<file path="src/rtl/pc_branch_stack_pkg.sv">
// Shared widths and opcode constants for the PC / branch / call-stack block.
package pc_branch_stack_pkg;

  localparam int unsigned PC_W_DEF        = 10;
  localparam int unsigned DATA_W_DEF      = 8;
  localparam int unsigned ADDR_W_DEF      = 8;
  localparam int unsigned STACK_DEPTH_DEF = 4;
  localparam int unsigned SP_W_DEF        = 3;
  localparam int unsigned OP_W            = 4;

  localparam logic [OP_W-1:0] OP_JMP  = 4'b0101;
  localparam logic [OP_W-1:0] OP_BZ   = 4'b1000;
  localparam logic [OP_W-1:0] OP_BNZ  = 4'b1001;
  localparam logic [OP_W-1:0] OP_BN   = 4'b1010;
  localparam logic [OP_W-1:0] OP_CALL = 4'b1011;
  localparam logic [OP_W-1:0] OP_RET  = 4'b1100;

endpackage

</file>
<file path="src/rtl/pc_branch_stack_if.sv">
// Control/status bundle between the instruction path and the PC block.
interface pc_branch_stack_if
  import pc_branch_stack_pkg::*;
#(
  parameter int unsigned PC_W   = PC_W_DEF,
  parameter int unsigned DATA_W = DATA_W_DEF,
  parameter int unsigned ADDR_W = ADDR_W_DEF,
  parameter int unsigned SP_W   = SP_W_DEF
);
  logic              REPC;
  logic              INC;
  logic [OP_W-1:0]   ir_opcode;
  logic [DATA_W-1:0] R_val;
  logic [ADDR_W-1:0] ir_operand_addr;
  logic [PC_W-1:0]   pc;
  logic [SP_W-1:0]   sp;
  logic              branch_taken;
  logic              stack_ovf;
  logic              stack_unf;

  modport master (
    output REPC, INC, ir_opcode, R_val, ir_operand_addr,
    input  pc, sp, branch_taken, stack_ovf, stack_unf
  );

  modport slave (
    input  REPC, INC, ir_opcode, R_val, ir_operand_addr,
    output pc, sp, branch_taken, stack_ovf, stack_unf
  );
endinterface

</file>
<file path="src/rtl/pc_branch_stack_ret_stack.sv">
// Return-address LIFO; dout always presents the current top entry.
module ret_stack #(
  parameter int unsigned WIDTH = 10,
  parameter int unsigned DEPTH = 4,
  parameter int unsigned CNT_W = 3
) (
  input  logic             clk,
  input  logic             reset_pc,
  input  logic             push,
  input  logic             pop,
  input  logic [WIDTH-1:0] din,
  output logic [WIDTH-1:0] dout,
  output logic [CNT_W-1:0] count,
  output logic             full,
  output logic             empty
);
  localparam int unsigned IDX_W = (DEPTH > 1) ? $clog2(DEPTH) : 1;

  logic [WIDTH-1:0] mem_q [DEPTH];
  logic [CNT_W-1:0] count_q, count_d;

  // Occupancy update; caller guarantees push only when not full, pop only when not empty.
  always_comb begin
    count_d = count_q;
    if (push && !full)       count_d = count_q + CNT_W'(1);
    else if (pop && !empty)  count_d = count_q - CNT_W'(1);
  end

  // Occupancy register, cleared by reset so all entries are discarded.
  always_ff @(posedge clk) begin
    if (!reset_pc) count_q <= '0;
    else           count_q <= count_d;
  end

  // Entry storage is not reset; only occupancy decides validity.
  always_ff @(posedge clk) begin
    if (push && !full) mem_q[IDX_W'(count_q)] <= din;
  end

  assign dout  = mem_q[IDX_W'(count_q - CNT_W'(1))];
  assign count = count_q;
  assign full  = (count_q == CNT_W'(DEPTH));
  assign empty = (count_q == '0);
endmodule

</file>
<file path="src/rtl/pc_branch_stack.sv">
// Program counter with conditional branches, call/return stack and sticky fault flags.
module pc_branch_stack
  import pc_branch_stack_pkg::*;
#(
  parameter int unsigned PC_W        = PC_W_DEF,
  parameter int unsigned DATA_W      = DATA_W_DEF,
  parameter int unsigned ADDR_W      = ADDR_W_DEF,
  parameter int unsigned STACK_DEPTH = STACK_DEPTH_DEF,
  parameter int unsigned SP_W        = SP_W_DEF
) (
  input  logic               clk,
  input  logic               reset_pc,
  pc_branch_stack_if.slave   bus
);
  logic [PC_W-1:0] pc_q, pc_d;
  logic            taken_q, taken_d;
  logic            ovf_q, ovf_d;
  logic            unf_q, unf_d;
  logic            push, pop;
  logic [PC_W-1:0] pc_inc, target, stk_top;
  logic [SP_W-1:0] stk_count;
  logic            stk_full, stk_empty;

  assign pc_inc = pc_q + PC_W'(1);
  assign target = PC_W'(bus.ir_operand_addr);

  ret_stack #(
    .WIDTH (PC_W),
    .DEPTH (STACK_DEPTH),
    .CNT_W (SP_W)
  ) u_ret_stack (
    .clk      (clk),
    .reset_pc (reset_pc),
    .push     (push),
    .pop      (pop),
    .din      (pc_inc),
    .dout     (stk_top),
    .count    (stk_count),
    .full     (stk_full),
    .empty    (stk_empty)
  );

  // Next-PC selection, stack control and flag update for the current opcode.
  always_comb begin
    pc_d    = pc_q;
    taken_d = 1'b0;
    ovf_d   = ovf_q;
    unf_d   = unf_q;
    push    = 1'b0;
    pop     = 1'b0;
    if (bus.REPC) begin
      unique case (bus.ir_opcode)
        OP_JMP: begin
          pc_d    = target;
          taken_d = 1'b1;
        end
        OP_BZ, OP_BNZ, OP_BN: begin
          if ((bus.ir_opcode == OP_BZ  && bus.R_val == '0) ||
              (bus.ir_opcode == OP_BNZ && bus.R_val != '0) ||
              (bus.ir_opcode == OP_BN  && bus.R_val[DATA_W-1])) begin
            pc_d    = target;
            taken_d = 1'b1;
          end else if (bus.INC) begin
            pc_d = pc_inc;
          end
        end
        OP_CALL: begin
          if (stk_full) begin
            ovf_d = 1'b1;
          end else begin
            push    = 1'b1;
            pc_d    = target;
            taken_d = 1'b1;
          end
        end
        OP_RET: begin
          if (stk_empty) begin
            unf_d = 1'b1;
          end else begin
            pop     = 1'b1;
            pc_d    = stk_top;
            taken_d = 1'b1;
          end
        end
        default: begin
          if (bus.INC) pc_d = pc_inc;
        end
      endcase
    end
  end

  // PC and status registers with synchronous active-low reset.
  always_ff @(posedge clk) begin
    if (!reset_pc) begin
      pc_q    <= '0;
      taken_q <= 1'b0;
      ovf_q   <= 1'b0;
      unf_q   <= 1'b0;
    end else begin
      pc_q    <= pc_d;
      taken_q <= taken_d;
      ovf_q   <= ovf_d;
      unf_q   <= unf_d;
    end
  end

  assign bus.pc           = pc_q;
  assign bus.sp           = stk_count;
  assign bus.branch_taken = taken_q;
  assign bus.stack_ovf    = ovf_q;
  assign bus.stack_unf    = unf_q;
endmodule
</file>
<file path="src/flat_wrapper.sv">
// flat-port wrapper written by rule: the top's interface ports become plain ports
module pc_branch_stack_flat import pc_branch_stack_pkg::*;
#(
  parameter int unsigned PC_W        = PC_W_DEF,
  parameter int unsigned DATA_W      = DATA_W_DEF,
  parameter int unsigned ADDR_W      = ADDR_W_DEF,
  parameter int unsigned STACK_DEPTH = STACK_DEPTH_DEF,
  parameter int unsigned SP_W        = SP_W_DEF
)
  (clk, reset_pc, bus_REPC, bus_INC, bus_ir_opcode, bus_R_val, bus_ir_operand_addr, bus_pc, bus_sp, bus_branch_taken, bus_stack_ovf, bus_stack_unf);
  pc_branch_stack_if #(.PC_W(PC_W), .DATA_W(DATA_W), .ADDR_W(ADDR_W), .SP_W(SP_W)) bus_i ();
  input  logic clk;
  input  logic reset_pc;
  input wire logic [$bits(bus_i.REPC)-1:0] bus_REPC;
  input wire logic [$bits(bus_i.INC)-1:0] bus_INC;
  input wire logic [$bits(bus_i.ir_opcode)-1:0] bus_ir_opcode;
  input wire logic [$bits(bus_i.R_val)-1:0] bus_R_val;
  input wire logic [$bits(bus_i.ir_operand_addr)-1:0] bus_ir_operand_addr;
  output wire logic [$bits(bus_i.pc)-1:0] bus_pc;
  output wire logic [$bits(bus_i.sp)-1:0] bus_sp;
  output wire logic [$bits(bus_i.branch_taken)-1:0] bus_branch_taken;
  output wire logic [$bits(bus_i.stack_ovf)-1:0] bus_stack_ovf;
  output wire logic [$bits(bus_i.stack_unf)-1:0] bus_stack_unf;
  assign bus_i.REPC = bus_REPC;
  assign bus_i.INC = bus_INC;
  assign bus_i.ir_opcode = bus_ir_opcode;
  assign bus_i.R_val = bus_R_val;
  assign bus_i.ir_operand_addr = bus_ir_operand_addr;
  assign bus_pc = bus_i.pc;
  assign bus_sp = bus_i.sp;
  assign bus_branch_taken = bus_i.branch_taken;
  assign bus_stack_ovf = bus_i.stack_ovf;
  assign bus_stack_unf = bus_i.stack_unf;
  pc_branch_stack #(.PC_W(PC_W), .DATA_W(DATA_W), .ADDR_W(ADDR_W), .STACK_DEPTH(STACK_DEPTH), .SP_W(SP_W)) u_core (.clk(clk), .reset_pc(reset_pc), .bus(bus_i));
endmodule
</file>
<file path="config.mk">
export PLATFORM = sky130hd
export DESIGN_NAME = pc_branch_stack_flat
export DESIGN_NICKNAME = d
export VERILOG_FILES = /design/src/rtl/pc_branch_stack_pkg.sv /design/src/rtl/pc_branch_stack_if.sv /design/src/rtl/pc_branch_stack_ret_stack.sv /design/src/rtl/pc_branch_stack.sv /design/src/flat_wrapper.sv
export SDC_FILE = /design/constraint.sdc
export NUM_CORES = 1
export LEC_CHECK = 0
export BUFFER_PORTS_ARGS = -buffer_cell sky130_fd_sc_hd__buf_2
export CAP_MARGIN = 10
export CORE_AREA = 2 2 93 59
export DETAILED_ROUTE_END_ITERATION = 12
export DIE_AREA = 0 0 95 61
export PLACE_DENSITY = 0.93
export SLEW_MARGIN = 20
export SYNTH_ARGS = -nofsm -noshare
export SYNTH_HDL_FRONTEND = slang
export SYNTH_HIERARCHICAL = 1
export SYNTH_SLANG_ARGS = --single-unit
</file>
<file path="constraint.sdc">
create_clock -name clk -period 6.8 [get_ports clk]
set_input_delay 0.68 -clock clk [delete_from_list [all_inputs] [get_ports clk]]
set_output_delay 0.68 -clock clk [all_outputs]
set_load 0.005 [all_outputs]
</file>
==> results.ini, run 1 <==
[status]
status=completed

[power]
irDropWorstVdd_v=0.0000953
leakagePower_nw=1.11
power_density_nw_per_um2=195

[min_path]
hp-class=flop to flop

[routing]
wl_per_cell_um=20.2
ant_nets=0
routed_wl_um=6980
via_count=2182
vias_per_cell=6.32
first_iter_violations=217
drt_drc_violations_left=0
first_pass_iters=4

[logic_synthesis]
synth_area_per_cell_um2=12.2
yosysTopAreaCell=edfxtp_1
synthXorXnorAreaFrac_pct=4.39
yosys.area_share.simple_pct=14.0
ys_ff_latch=56
synthAdderAreaFrac_pct=2.93
async_flop_share_pct=0
syn-cell-area_um2=2990
synth_cell_types=52
synthesis.nets=277
synthTopCellsByArea=edfxtp_1 40%, dfxtp_1 11%, mux4_2 6.8%
synth.area.mux_share_pct=8.52
synth-compound-area-share_pct=15.7
synth_top_cells_by_count=40 x edfxtp_1, 17 x nand2_1, 17 x o21ai_0
yosysSeqAreaShare_pct=50.8
synth_top_area_share_pct=40.1
yosys_warnings=6
synth-edff-count=40
synth.most_common_cell=edfxtp_1
ys.flop_type=edfxtp_1
synth_top_family_by_area=compound AO/OA/AOI/OAI gates
synthCells=246

[global_route]
gr-total-overflow=0
grt_pass1_vias=1966
met3_usage_pct=7.08
grt_max_degree=18
antenna_found_initial=0
grt_use_met1_pct=40.2
grt_pass1_wl_um=10900
busiest_layer=met1
grtUsageMet2_pct=36.9
grt_use_total_pct=26.5

[finish]
antenna_cells=0
final_nets=309
final_cell_area_um2=3280
syn2layout_area_growth_pct=9.53
final_core_util_pct=66.5
final_layout_size_suffix_gt1_share_pct=28.3
num-fill-cells=363

[sta]
slew_headroom_pct=38.9
rsz0062_at_grt=false
tightest_slew_ns=0.916
fmax_ghz=0.327
fin_crit_ns=3.05
hold_ws_ns=0.507
post-route-period-util_pct=44.9
hold_viol_final=0
final-setup-viol-count=0
setup_tns_ns=0
fin_skew_ns=0.00678
maxSlewViolCount=0

[setup_path]
rr_worst_depth=7
r2r-end=u_core/bus.pc[9]
cp_slowest_stage_delay_ns=0.87
crit_end=u_core/bus.pc[9]
path_cells=inv_1 -> ha_1 -> and2_2 -> a21boi_2 -> a21boi_4 -> o221ai_1 -> a31oi_1
path_class=flop to flop
cpMaxStageDelayCell=dfxtp_1
crit_path_end_kind=flop
start_kind=flop
r2r_slack_ns=3.75
path_max_fanout=16
cp-startpoint=u_core/u_ret_stack/count[0]
r2r_start=u_core/u_ret_stack/count[0]
critical_path_arrival_ns=3.31
required_ns=7.06

[die]
fp.dieH_um=61
initial_core_util_pct=60.7
fp.dieArea_um2=5800
pin_count=40
row_count=20
core_area_um2=4930
fp.dieW_um=95

[placement]
place_congestion=0.864
dpl.hpwl_um=5100
place_area_um2=3190
portBuffers=39

[cts]
cts_tree=done
cts_buffer_depth=2
insertion_delay_ns=0.32
postCtsSetupBuffers=0
cts_resized=0
postCtsHoldBufs=0
cts.clk_slew.worst_paths_ns=0.10
htreeDepth=2
clockRootBuffer=clkbuf_8
numCtsBuffers=5
cts.sinks=56

[job]
maxCapViolCount=0

==> sequential cells by signal (all words and copies together), names as in the netlist <==
| signal | cells |
|---|---|
| u_core/bus.stack_unf | 1 |
| u_core/bus.stack_ovf | 1 |
| u_core/bus.pc | 10 |
| u_core/bus.branch_taken | 1 |
| u_core/u_ret_stack/mem_q | 40 |
| u_core/u_ret_stack/count | 3 |
==> worst min path at each step <==
stage / start / end / depth (start not counted)
finish: u_core/bus.stack_ovf / u_core/bus.stack_ovf / 2
global route: u_core/bus.stack_ovf / u_core/bus.stack_ovf / 2
CTS: u_core/bus.stack_ovf / u_core/bus.stack_ovf / 2
detailed placement: u_core/bus.stack_ovf / u_core/bus.stack_ovf / 2
global placement: u_core/bus.stack_ovf / u_core/bus.stack_ovf / 2
floorplan: u_core/bus.stack_ovf / u_core/bus.stack_ovf / 2
==> report_power, final <==
group	internal (mW)	switching (mW)	leakage, nW
registers	0.374	0.0112	0.494
clock network	0.0735	0.111	0.0414
logic	0.0295	0.0424	0.574
total	0.477	0.164	1.11
==> metal layers <==
metal	share of wire, %	vias up
li1	-	1000
met1	45	1048
met2	43	128
met3	11	6
met4	0.93	0
met5	0	-
==> worst max-delay path, delay by kind of cell, from the launching register on <==
| kind | cells | cell delay, ns |
|---|---|---|
| flops | 1 | 0.87 |
| compound gates | 4 | 1.37 |
| buf+inv | 1 | 0.22 |
| fa+ha+maj | 1 | 0.28 |
| simple gates | 1 | 0.23 |
==> logic make-up after synthesis <==
kind of cell | count (synthesis)
buffers and inverters | 22
xor gates and xnor gates | 15
AOI/OAI and AO/OA | 63
muxes | 12
and+or+nand+nor | 71
adders and majority gates | 7
DFF | 56
==> stage by stage <==
step,power (mW),setup slack [ns],cells
floorplan,0.437,4.52,246
global placement,0.459,3.89,337
detailed placement,0.463,3.75,337
CTS,0.641,3.73,345
global route,0.662,3.49,345
finish,0.641,3.75,345
==> placed cells by master, fill, tap and decap left out, types with 2 or more instances in the layout <==
cell / netlist / routed
ha_1: 7 / 7
a21boi_0: 2 / 2
or3_1: 5 / 5
o221ai_1: 2 / 2
clkbuf_8: 0 / 5
buf_2: 8 / 39
nand3b_1: 3 / 3
and2_2: 5 / 5
nand2_1: 17 / 17
nor3_1: 6 / 6
nor4_2: 2 / 2
nand2b_1: 2 / 2
a21oi_1: 8 / 8
nand3_1: 5 / 5
nand4_1: 4 / 4
a31oi_1: 5 / 5
edfxtp_1: 40 / 40
o21ai_1: 8 / 8
mux4_2: 9 / 9
xnor2_1: 12 / 12
and4bb_2: 2 / 2
nor2_1: 8 / 8
a21boi_2: 2 / 2
a41oi_2: 6 / 6
dfxtp_1: 16 / 16
nor2b_1: 5 / 5
inv_1: 8 / 8
xor2_1: 3 / 3
o21ai_0: 17 / 17
o22ai_1: 2 / 2
o21a_1: 2 / 2
==> cell type report <==
class | count | area (µm²) | area share [%]
timing repair buffer | 39 | 195 | 5.95
clock buffer | 6 | 72.6 | 2.21
multi-input combinational | 168 | 1360 | 41.5
inverter | 8 | 30.0 | 0.916
tap | 66 | 82.6 | 2.52
clock inverter | 2 | 16.3 | 0.496
sequential | 56 | 1520 | 46.4
No activity file was read; power rests on OpenSTA's default activity.
==> run 2: changes to the inputs <==
- CORE_AREA: 2 2 93 59 -> 2 2 101 64
- DIE_AREA: 0 0 95 61 -> 0 0 103 66
- PLACE_DENSITY: 0.93 -> 0.84
- clock period: 6.8 -> 2.8 ns (I/O delays scaled with it)
==> run 2 against run 1 <==
  * Die area is 17% higher
  * Via count is 2.8% higher
  * Global-route usage down 4.1 points
  * Non-clock buffer count rose by 6
  * Register-to-register slack lost 3.2 ns
  * Combinational power grew to 2.6 times the previous value
  * Critical path type unchanged
  * Largest power group unchanged
==> results.ini, run 2 (synthesized netlist as in run 1, its figures left out) <==
[setup_path]
cp_slowest_stage_delay_ns=0.53
cpMaxStageDelayCell=ha_1
path_cells=inv_1 -> ha_1 -> buf_4 -> mux4_2 -> o21ai_1 -> a21boi_0 -> a211oi_1 -> o22ai_1
start_kind=flop
path_class=flop to flop
critical_path_arrival_ns=2.48
crit_path_end_kind=flop
required_ns=2.99
path_max_fanout=9

[status]
status=completed

[finish]
antenna_cells=0
num-fill-cells=497
layout.cells.most_common=edfxtp_1
syn2layout_area_growth_pct=11.4
seq_area_um2=1520
final_cell_mix=40 x edfxtp_1, 39 x buf_2, 17 x nand2_1, 17 x o21ai_0, 16 x dfxtp_1
final_layout_size_suffix_gt1_share_pct=29.6
final_cell_area_um2=3340
top_register=u_core/u_ret_stack/mem_q
final_nets=315
final_core_util_pct=56.6
final_cells=368
multi_input_area_um2=1360
largest_register_ffs=40

[global_route]
antenna_found_initial=0
gr-total-overflow=0
grt_use_met1_pct=34.1
busiest_layer=met1
grt_max_degree=16
met3_usage_pct=6.87
grt_use_total_pct=22.4
grt_pass1_vias=2027
grtUsageMet2_pct=30.8
grt_pass1_wl_um=11200

[sta]
fmax_ghz=0.436
slew_headroom_pct=63.2
hold_ws_ns=0.246
setup_tns_ns=0
final-setup-viol-count=0
tightest_slew_ns=0.548
rsz0062_at_grt=false
fin_skew_ns=0.00811
fin_crit_ns=2.29
hold_viol_final=0
maxSlewViolCount=0
fin_ws_ns=0.507
post-route-period-util_pct=81.9

[power]
leakagePower_nw=1.14
total_power_mw=1.53
power_density_nw_per_um2=460
irDropWorstVdd_v=0.000249

[cts]
cts.clk_slew.worst_paths_ns=0.10
cts_tree=done
cts_resized=0
numCtsBuffers=5
cts_buffer_depth=2
cts.sinks=56
insertion_delay_ns=0.30
postCtsHoldBufs=0
htreeDepth=2
clockRootBuffer=clkbuf_8
postCtsSetupBuffers=0

[placement]
place_congestion=0.855
place_area_um2=3260
portBuffers=39
dp.cells=361
dpl.hpwl_um=5150
dp_slack_ns=0.511

[routing]
vias_per_cell=6.10
routed_wl_um=7190
via_count=2244
first_pass_iters=5
drt_drc_violations_left=0
ant_nets=0
wl_per_cell_um=19.5
first_iter_violations=251

[die]
core_area_um2=5890
fp.dieH_um=66
fp.dieW_um=103
pin_count=40
initial_core_util_pct=50.8
fp.dieArea_um2=6800
row_count=22

[job]
maxCapViolCount=0

[min_path]
hp-class=primary input to flop

-- run 2: cell type report --
cell class / instances / area share [%]
Sequential cell: 56 / 45.6
Inverter: 8 / 0.900
Clock buffer: 6 / 2.18
Timing Repair Buffer: 45 / 7.20
Tap cell: 84 / 3.15
Clock inverter: 1 / 0.150
Multi-Input combinational cell: 168 / 40.8
-- run 2: report_power, final --
group          internal, mW  total [mW]  switching, mW
clock network         0.171       0.418          0.247
registers             0.907       0.932         0.0249
logic                0.0766       0.184          0.107
total                  1.15        1.53          0.379
-- run 2: routing by layer --
| metal | up-vias | share of wire (%) | wire [µm] |
|---|---|---|---|
| li1 | 1011 | - | - |
| met1 | 1104 | 45 | 3270 |
| met2 | 123 | 43 | 3130 |
| met3 | 6 | 10 | 731 |
| met4 | 0 | 0.97 | 70 |
| met5 | - | 0 | 0 |
-- run 2: worst max-delay path: cells and delay by family (launching register included) --
family,cells,cell delay [ns]
AO/OA/AOI/OAI,4,0.64
flip-flops,1,0.39
buffers and inverters,2,0.33
adder cells (fa/ha/maj),1,0.53
multiplexers,1,0.30
-- run 2: path summary, 6_finish.rpt --
| kind | startpoint | endpoint | slack [ns] | cells after the start |
|---|---|---|---|---|
| setup / recovery | u_core/u_ret_stack/count[1] | u_core/bus.pc[0] | 0.51 | 8 |
| hold / removal | bus_ir_operand_addr[6] | u_core/bus.pc[6] | 0.25 | 3 |
| setup reg to reg | u_core/u_ret_stack/count[1] | u_core/bus.pc[0] | 0.51 | 8 |
| hold reg to reg | u_core/bus.stack_unf | u_core/bus.stack_unf | 0.50 | 2 |
